## src/rtl/unified_mem_arbiter_if.sv

```systemverilog
// Fetch port, data port and memory-side signals of the unified memory arbiter.
interface unified_mem_arbiter_if #(
  parameter int ADDR_W = 8
);
  logic              if_req;
  logic [ADDR_W-1:0] if_addr;
  logic              if_flush;
  logic [31:0]       if_rdata;
  logic              if_valid;
  logic              d_req;
  logic              d_we;
  logic [ADDR_W-1:0] d_addr;
  logic [31:0]       d_wdata;
  logic [31:0]       d_rdata;
  logic              d_valid;
  logic              mem_en;
  logic              mem_we;
  logic [ADDR_W-3:0] mem_addr;
  logic [31:0]       mem_wdata;
  logic [31:0]       mem_rdata;
  logic              stall_if;
  logic              stall_mem;
  logic              busy;

  modport slave (
    input  if_req, if_addr, if_flush, d_req, d_we, d_addr, d_wdata, mem_rdata,
    output if_rdata, if_valid, d_rdata, d_valid, mem_en, mem_we, mem_addr,
           mem_wdata, stall_if, stall_mem, busy
  );

  modport master (
    output if_req, if_addr, if_flush, d_req, d_we, d_addr, d_wdata, mem_rdata,
    input  if_rdata, if_valid, d_rdata, d_valid, mem_en, mem_we, mem_addr,
           mem_wdata, stall_if, stall_mem, busy
  );
endinterface

```

## src/rtl/unified_mem_arbiter.sv

```systemverilog
// Shares one single-port synchronous-read memory between instruction fetch and
// load/store; data has priority, bounded by a fetch anti-starvation limit.
module unified_mem_arbiter #(
  parameter int ADDR_W     = 8,
  parameter int MEM_LAT    = 1,
  parameter int STARVE_MAX = 4
) (
  input logic                  clk,
  input logic                  rst,
  unified_mem_arbiter_if.slave bus
);
  localparam int SC_W = (STARVE_MAX < 1) ? 1 : $clog2(STARVE_MAX + 1);

  typedef enum logic [1:0] {IDLE, ISSUE, WAIT, RESP} state_t;

  state_t          state;
  logic [2:0]      lat_cnt;
  logic [SC_W-1:0] starve_cnt;
  logic            sel_d;
  logic            sel_we;
  logic            flushed;
  logic            fetch_win;

  always_comb begin
    fetch_win = bus.if_req & (~bus.d_req | (starve_cnt == SC_W'(STARVE_MAX)));
  end

  assign bus.stall_if  = bus.if_req & ~bus.if_valid;
  assign bus.stall_mem = bus.d_req & ~bus.d_valid;
  assign bus.busy      = (state != IDLE);

  always_ff @(posedge clk or posedge rst) begin
    if (rst) begin
      state         <= IDLE;
      lat_cnt       <= '0;
      starve_cnt    <= '0;
      sel_d         <= 1'b0;
      sel_we        <= 1'b0;
      flushed       <= 1'b0;
      bus.mem_en    <= 1'b0;
      bus.mem_we    <= 1'b0;
      bus.mem_addr  <= '0;
      bus.mem_wdata <= '0;
      bus.if_rdata  <= '0;
      bus.if_valid  <= 1'b0;
      bus.d_rdata   <= '0;
      bus.d_valid   <= 1'b0;
    end else begin
      bus.if_valid <= 1'b0;
      bus.d_valid  <= 1'b0;
      case (state)
        IDLE: begin
          if (!bus.if_req) starve_cnt <= '0;
          if (bus.if_req || bus.d_req) begin
            state      <= ISSUE;
            bus.mem_en <= 1'b1;
            flushed    <= 1'b0;
            if (fetch_win) begin
              sel_d        <= 1'b0;
              sel_we       <= 1'b0;
              bus.mem_we   <= 1'b0;
              bus.mem_addr <= bus.if_addr[ADDR_W-1:2];
              starve_cnt   <= '0;
            end else begin
              sel_d         <= 1'b1;
              sel_we        <= bus.d_we;
              bus.mem_we    <= bus.d_we;
              bus.mem_addr  <= bus.d_addr[ADDR_W-1:2];
              bus.mem_wdata <= bus.d_wdata;
              if (bus.if_req && starve_cnt != SC_W'(STARVE_MAX))
                starve_cnt <= starve_cnt + SC_W'(1);
            end
          end
        end
        ISSUE: begin
          bus.mem_en <= 1'b0;
          bus.mem_we <= 1'b0;
          flushed    <= bus.if_flush;
          // WAIT covers MEM_LAT-1 cycles so that RESP's exit edge is the capture edge
          lat_cnt    <= 3'(MEM_LAT - 1);
          state      <= (MEM_LAT > 1) ? WAIT : RESP;
        end
        WAIT: begin
          flushed <= flushed | bus.if_flush;
          lat_cnt <= lat_cnt - 3'd1;
          if (lat_cnt == 3'd1) state <= RESP;
        end
        RESP: begin
          state <= IDLE;
          if (sel_d) begin
            bus.d_valid <= 1'b1;
            if (!sel_we) bus.d_rdata <= bus.mem_rdata;
          end else if (!(flushed || bus.if_flush)) begin
            bus.if_valid <= 1'b1;
            bus.if_rdata <= bus.mem_rdata;
          end
        end
        default: state <= IDLE;
      endcase
    end
  end
endmodule

```

## src/flat_wrapper.sv

```systemverilog
// flat-port wrapper written by rule: the top's interface ports become plain ports
module unified_mem_arbiter_flat 
#(
  parameter int ADDR_W     = 8,
  parameter int MEM_LAT    = 1,
  parameter int STARVE_MAX = 4
)
  (clk, rst, bus_if_req, bus_if_addr, bus_if_flush, bus_d_req, bus_d_we, bus_d_addr, bus_d_wdata, bus_mem_rdata, bus_if_rdata, bus_if_valid, bus_d_rdata, bus_d_valid, bus_mem_en, bus_mem_we, bus_mem_addr, bus_mem_wdata, bus_stall_if, bus_stall_mem, bus_busy);
  unified_mem_arbiter_if #(.ADDR_W(ADDR_W)) bus_i ();
  input logic clk;
  input logic rst;
  input wire logic [$bits(bus_i.if_req)-1:0] bus_if_req;
  input wire logic [$bits(bus_i.if_addr)-1:0] bus_if_addr;
  input wire logic [$bits(bus_i.if_flush)-1:0] bus_if_flush;
  input wire logic [$bits(bus_i.d_req)-1:0] bus_d_req;
  input wire logic [$bits(bus_i.d_we)-1:0] bus_d_we;
  input wire logic [$bits(bus_i.d_addr)-1:0] bus_d_addr;
  input wire logic [$bits(bus_i.d_wdata)-1:0] bus_d_wdata;
  input wire logic [$bits(bus_i.mem_rdata)-1:0] bus_mem_rdata;
  output wire logic [$bits(bus_i.if_rdata)-1:0] bus_if_rdata;
  output wire logic [$bits(bus_i.if_valid)-1:0] bus_if_valid;
  output wire logic [$bits(bus_i.d_rdata)-1:0] bus_d_rdata;
  output wire logic [$bits(bus_i.d_valid)-1:0] bus_d_valid;
  output wire logic [$bits(bus_i.mem_en)-1:0] bus_mem_en;
  output wire logic [$bits(bus_i.mem_we)-1:0] bus_mem_we;
  output wire logic [$bits(bus_i.mem_addr)-1:0] bus_mem_addr;
  output wire logic [$bits(bus_i.mem_wdata)-1:0] bus_mem_wdata;
  output wire logic [$bits(bus_i.stall_if)-1:0] bus_stall_if;
  output wire logic [$bits(bus_i.stall_mem)-1:0] bus_stall_mem;
  output wire logic [$bits(bus_i.busy)-1:0] bus_busy;
  assign bus_i.if_req = bus_if_req;
  assign bus_i.if_addr = bus_if_addr;
  assign bus_i.if_flush = bus_if_flush;
  assign bus_i.d_req = bus_d_req;
  assign bus_i.d_we = bus_d_we;
  assign bus_i.d_addr = bus_d_addr;
  assign bus_i.d_wdata = bus_d_wdata;
  assign bus_i.mem_rdata = bus_mem_rdata;
  assign bus_if_rdata = bus_i.if_rdata;
  assign bus_if_valid = bus_i.if_valid;
  assign bus_d_rdata = bus_i.d_rdata;
  assign bus_d_valid = bus_i.d_valid;
  assign bus_mem_en = bus_i.mem_en;
  assign bus_mem_we = bus_i.mem_we;
  assign bus_mem_addr = bus_i.mem_addr;
  assign bus_mem_wdata = bus_i.mem_wdata;
  assign bus_stall_if = bus_i.stall_if;
  assign bus_stall_mem = bus_i.stall_mem;
  assign bus_busy = bus_i.busy;
  unified_mem_arbiter #(.ADDR_W(ADDR_W), .MEM_LAT(MEM_LAT), .STARVE_MAX(STARVE_MAX)) u_core (.clk(clk), .rst(rst), .bus(bus_i));
endmodule
```

## config.mk

```make
export PLATFORM = sky130hd
export DESIGN_NAME = unified_mem_arbiter_flat
export DESIGN_NICKNAME = d
export VERILOG_FILES = /design/src/rtl/unified_mem_arbiter_if.sv /design/src/rtl/unified_mem_arbiter.sv /design/src/flat_wrapper.sv
export SDC_FILE = /design/constraint.sdc
export NUM_CORES = 1
export LEC_CHECK = 0
export CELL_PAD_IN_SITES_DETAIL_PLACEMENT = 0
export CELL_PAD_IN_SITES_GLOBAL_PLACEMENT = 1
export CORE_MARGIN = 2
export CORE_UTILIZATION = 34
export DETAILED_ROUTE_END_ITERATION = 6
export MAX_ROUTING_LAYER = met4
export PLACE_DENSITY_LB_ADDON = 0.1
export SLEW_MARGIN = 20
export SYNTH_ARGS = -nofsm -noshare
export SYNTH_HDL_FRONTEND = slang
export SYNTH_SLANG_ARGS = --single-unit
```

## constraint.sdc

```tcl
create_clock -name clk -period 4.36 [get_ports clk]
set_input_delay 0.872 -clock clk [delete_from_list [all_inputs] [get_ports clk]]
set_output_delay 0.872 -clock clk [all_outputs]
set_load 0.05 [all_outputs]
```

* Word-level counts from Yosys, hierarchy flattened
Cells that the tools add are included.
** Storage, ports and cells
- Register bits :: 117
- Bits in latches :: 0
- Memory bits (writable) :: 0
- Memory bits (read-only) :: 0
- Input bits :: 86
- Output and inout bits :: 109
- Word-level logic and storage cells :: 73
- Memories :: 0
** Cells by class
- Add/subtract/negate cells :: 2
- $mul :: 0
- Divide/modulo/power cells :: 0
- Magnitude comparators :: 0
- Equality and inequality tests :: 8
- Shift-type cells :: 0
- Mux-type cells :: 22
- Bitwise logic cells :: 12
- Reductions and logical operators :: 15
** Operators by type and width (count)
- two-way mux 3 bit :: 4
- two-way mux 1 bit :: 10
- AND reduction 3 bit :: 3
- one-hot mux 2 bit (4 select lines) :: 1
- AND reduction 2 bit :: 4
- NOT 1 bit :: 7
- two-way mux 6 bit :: 1
- one-hot mux 3 bit (2 select lines) :: 1
- nonzero test 2 bit :: 3
- == test 2 bit (second input constant) :: 2
- two-way mux 2 bit :: 2
- inequality test 2 x 1 -> 1 bit (second input constant) :: 2
- one-hot mux 1 bit (2 select lines) :: 2
- adder 3 x 1 -> 3 bit (second input constant) :: 1
- bitwise AND 1 bit :: 3
- == test 3 x 1 -> 1 bit (second input constant) :: 1
- == test 3 bit (second input constant) :: 1
- inequality test 3 bit (second input constant) :: 1
- one-hot mux 1 bit (3 select lines) :: 1
- nonzero test 3 bit :: 1
- subtractor 3 x 1 -> 3 bit (second input constant) :: 1
- == test 2 x 1 -> 1 bit (second input constant) :: 1
- zero test 2 bit :: 1
- logical OR 1 bit :: 2
- 2 further kinds :: 3

* Depth between registers and ports, before layout
- Depth after elaboration :: 6
- Depth in mapped cells :: 7

* Least setup slack after synthesis
No wires, ideal clock.
- Kind :: input to output
- Start :: in bus_d_req
- End :: out bus_stall_mem
- Arrival time :: 1.754 ns
- Required time :: 3.488 ns
- Setup slack :: 1.734 ns
- Stages :: 2
- Cells stage by stage :: buf_2 > nor2b_1
** On the way
- Longest elaborated chain between the ends :: 1
** RTL lines
- start, declared :: line flat_wrapper.sv:15 : input wire logic [$bits(bus_i.d_req)-1:0] bus_d_req;
- bitwise AND 1 bit :: line unified_mem_arbiter.sv:29 : assign bus.stall_mem = bus.d_req & ~bus.d_valid;
- end, declared :: line flat_wrapper.sv:29 : output wire logic [$bits(bus_i.stall_mem)-1:0] bus_stall_mem;
Every way passes these cells.

* Worst setup path after layout
- Start :: in bus_if_req
- End :: out bus_stall_if
** On the way
- Longest elaborated chain between the ends :: 1
** RTL lines
- start, declared :: line flat_wrapper.sv:12 : input wire logic [$bits(bus_i.if_req)-1:0] bus_if_req;
- bitwise AND 1 bit :: line unified_mem_arbiter.sv:28 : assign bus.stall_if = bus.if_req & ~bus.if_valid;
- end, declared :: line flat_wrapper.sv:28 : output wire logic [$bits(bus_i.stall_if)-1:0] bus_stall_if;
Every way passes these cells.

==> results.txt <==
The flow ran to the end, and the final reports show no timing, DRC or antenna violations. The gate count of the mapped netlist is 317. The data arrival time of the critical path came out at 2.52 ns. Sorting the synthesized cells by area gives the leading types as sky130_fd_sc_hd__dfrtp_1, sky130_fd_sc_hd__mux2_2, sky130_fd_sc_hd__ha_1, sky130_fd_sc_hd__o21ai_0, sky130_fd_sc_hd__buf_4.

The tightest min-delay check is of the flop to flop type. The number of DRC violations after detailed routing is 0. The routed length on met1 came out at 4.64 mm. The clock transition at the register clock pins on the worst setup and hold paths after CTS is 0.05 ns. The count of max-cap constraint violations is 0. The wire length of the first global-routing pass is 18.1 mm. The timing-limited maximum frequency came out at 295 MHz. Hold is met by 0.480 ns. The top-area cell type share of the netlist area is 62.3%. The worst clock skew is 0.00442 ns.

The total length of routed met3 wires is 821 µm. The number of failing hold endpoints at the final stage came out at 0. The cell area that synthesis handed to floorplanning was 4700 µm². The tree is rooted in a sky130_fd_sc_hd__clkbuf_16. By instance count, the cell type seen most on the critical path is sky130_fd_sc_hd__clkdlybuf4s50_1. The register-to-register setup slack is 2.27 ns.

The post-synth net total is 412. The number of buffers created by CTS came out at 17. The via count is 3307.

The count of final max-slew check failures came to 0. The starting density of the core is 35.2%. Tracing the worst setup path back leads to its startpoint at bus_if_req. The count of nets after finishing came out at 612. The highest net fanout along the worst path came out at 13. After clock tree synthesis, the setup repair step added 0 buffers. The capturing instance or port of the critical path is bus_stall_if. sky130_fd_sc_hd__dfrtp_1 takes more of the synthesized area than any other cell. The later-pin clock latency in the skew report came out at 0.40 ns.

The core box area came out at 13300 µm². After detailed routing, no signal wire sits above met4. The antenna violation net count after detailed routing is 0.

The number of buffers on the longest clock path is 2. The share of the cycle needed by the critical path after routing is 77.7%. The aggregate global-route resource usage came out at 16.7%.

The die width came out at 122 µm. Traced cell by cell, the critical path runs through clkdlybuf4s50_1, buf_4, inv_2, nor2_1, clkdlybuf4s50_1. The die height came out at 122 µm. The placement row count came out at 42. Sequential cells were found to cover 62.3% of the synthesized design area. The worst setup path is of the input port to output port kind. The detailed-route vias per instance is 4.69. The number of H-tree levels came out at 4. The detailed route wirelength on metal2 is 5.64 mm. For this run, the number of Yosys warnings is 0. The area growth from synthesis to layout is 57.0%. The via count of the first global-routing pass came to 3582. The worst-case reg-to-reg path depth came out at 5.

The initial detailed-routing violation count came out at 72. The initial antenna violation count is 0. TritonCTS built the clock tree. The count of input and output buffers came out at 190. The hold buffer count at cts is 0. Synthesis inferred 117 register bits.

In the post-synthesis netlist, the cell with the most instances is sky130_fd_sc_hd__dfrtp_1. The total overflow reported by the global router came out at 0. The detailed-route wire length per cell came out at 16.0 µm. The worst setup path is captured at an output port. The HPWL after detailed placement came out at 8.03 mm. The startpoint of the lowest-slack hold path is u_core.sel_we.

The share of synthesized registers carrying an async set or reset came out at 100%. The sink count of the clock tree came out at 117. The count of TritonRoute iterations in the first routing pass is 4. The relative max-transition margin is 37.8%. The floorplan die area is 14800 µm².

In this run, distinct cell masters in the synthesized netlist total 35. The worst register-to-register path begins at u_core.state[0]. The number of antenna cells inserted is 0.

For the final routed database, the setup TNS stands at 0 ns. Data on the critical path is required at its endpoint by 3.49 ns. The most used flip-flop cell after synthesis is sky130_fd_sc_hd__dfrtp_1.

The minimum clock period came out at 3.39 ns. Counting flops with a built-in enable in the synthesized netlist gives 0. Summed over all layers, the routed wires come to 11.3 mm. Setup repair after global routing left no endpoint under its margin. In the final layout, the share of cells above drive strength 1 is 25.9%.

The largest net degree at the start of global routing is 73. By count the netlist is led by sky130_fd_sc_hd__dfrtp_1, sky130_fd_sc_hd__mux2_2, sky130_fd_sc_hd__o21ai_0. The count of boundary I/O pins is 195.

For the pin with the worst max-slew slack, the measured transition is 0.933 ns. The number of failing setup endpoints in the final timing report is 0. The sort of element at the start of the critical path is an input port. In this run the critical register-to-register path is captured at u_core.state[1]. The final RePlAce weighted congestion came out at 0.767.

The maximum cell stage delay along the critical path came out at 0.80 ns. The mean instance size in the synthesized netlist came out at 14.8 µm². Measured on the finished design, the core utilization comes to 55.3%. The total of cells resized after clock tree synthesis is 0. The slowest stage of the critical path is the sky130_fd_sc_hd__clkdlybuf4s50_1 cell.
[state kept, by name (all words and copies together) (netlist names)]
signal                flops
u_core.sel_we             1
u_core.bus.d_valid        1
u_core.bus.mem_wdata     32
u_core.bus.if_valid       1
u_core.bus.mem_en         1
u_core.flushed            1
u_core.lat_cnt            3
u_core.sel_d              1
u_core.starve_cnt         3
u_core.state              2
u_core.bus.d_rdata       32
u_core.bus.mem_we         1
u_core.bus.if_rdata      32
u_core.bus.mem_addr       6
[layer usage]
layer,vias up,track usage [%]
li1,1530,-
met1,1633,19.4
met2,123,26.3
met3,21,6.04
met4,0,7.04
met5,-,-
[worst max-delay path: cells and delay by family]
family | cells | cell delay, ns
buffers and inverters | 4 | 1.54
AND/OR/NAND/NOR | 1 | 0.10
[final cells by class]
| cell class | instances | area [µm²] |
|---|---|---|
| clock buffer | 20 | 467 |
| fill | 1130 | 5970 |
| timing repair buffer | 196 | 1950 |
| multi-input combinational | 173 | 1620 |
| sequential | 117 | 2930 |
| clock inverter | 11 | 155 |
| inverter | 12 | 47.5 |
| tap | 176 | 220 |
[cells by family after synthesis]
group	share of synthesized area [%]
AOI/OAI and AO/OA	5.24
adders and majority gates	2.40
buffers and inverters	3.38
DFF	62.3
muxes	23.7
and+or+nand+nor	3.03
[metrics by stage]
stage / instance area [µm²] / setup WS, ns / std cells
5_1_grt: 7380 / 0.897 / 705
3_3_place_gp: 6760 / 0.947 / 674
4_1_cts: 7380 / 0.961 / 705
2_1_floorplan: 4700 / 0.387 / 317
6_report: 7380 / 0.970 / 705
3_5_place_dp: 6760 / 0.971 / 674
[placed cells by master, fill, tap and decap left out, types with 3 or more instances in the layout]
master                            count
sky130_fd_sc_hd__ha_1                 9
sky130_fd_sc_hd__bufinv_16            4
sky130_fd_sc_hd__o22ai_1              3
sky130_fd_sc_hd__clkinv_2             7
sky130_fd_sc_hd__buf_4                6
sky130_fd_sc_hd__a21oi_1              7
sky130_fd_sc_hd__clkbuf_16           17
sky130_fd_sc_hd__clkbuf_8             3
sky130_fd_sc_hd__clkdlybuf4s50_1    190
sky130_fd_sc_hd__inv_1               10
sky130_fd_sc_hd__nand2_1              5
sky130_fd_sc_hd__o21ai_0             14
sky130_fd_sc_hd__a31oi_1              6
sky130_fd_sc_hd__dfrtp_1            117
sky130_fd_sc_hd__mux2_2              95
sky130_fd_sc_hd__nor2_1               8
[how the worst min path moves through the flow]
stage / endpoint / slack, ns / depth (start not counted)
2_1_floorplan: u_core.sel_we / 0.44 / 2
3_3_place_gp: u_core.sel_we / 0.46 / 2
3_5_place_dp: u_core.sel_we / 0.47 / 2
4_1_cts: u_core.sel_we / 0.48 / 2
5_1_grt: u_core.bus.d_rdata[23] / 0.51 / 1
6_report: u_core.sel_we / 0.48 / 2
Power is left out: the tool's default activity adds up to more than one toggle a clock period on the data nets, which glitch-free logic cannot reach.
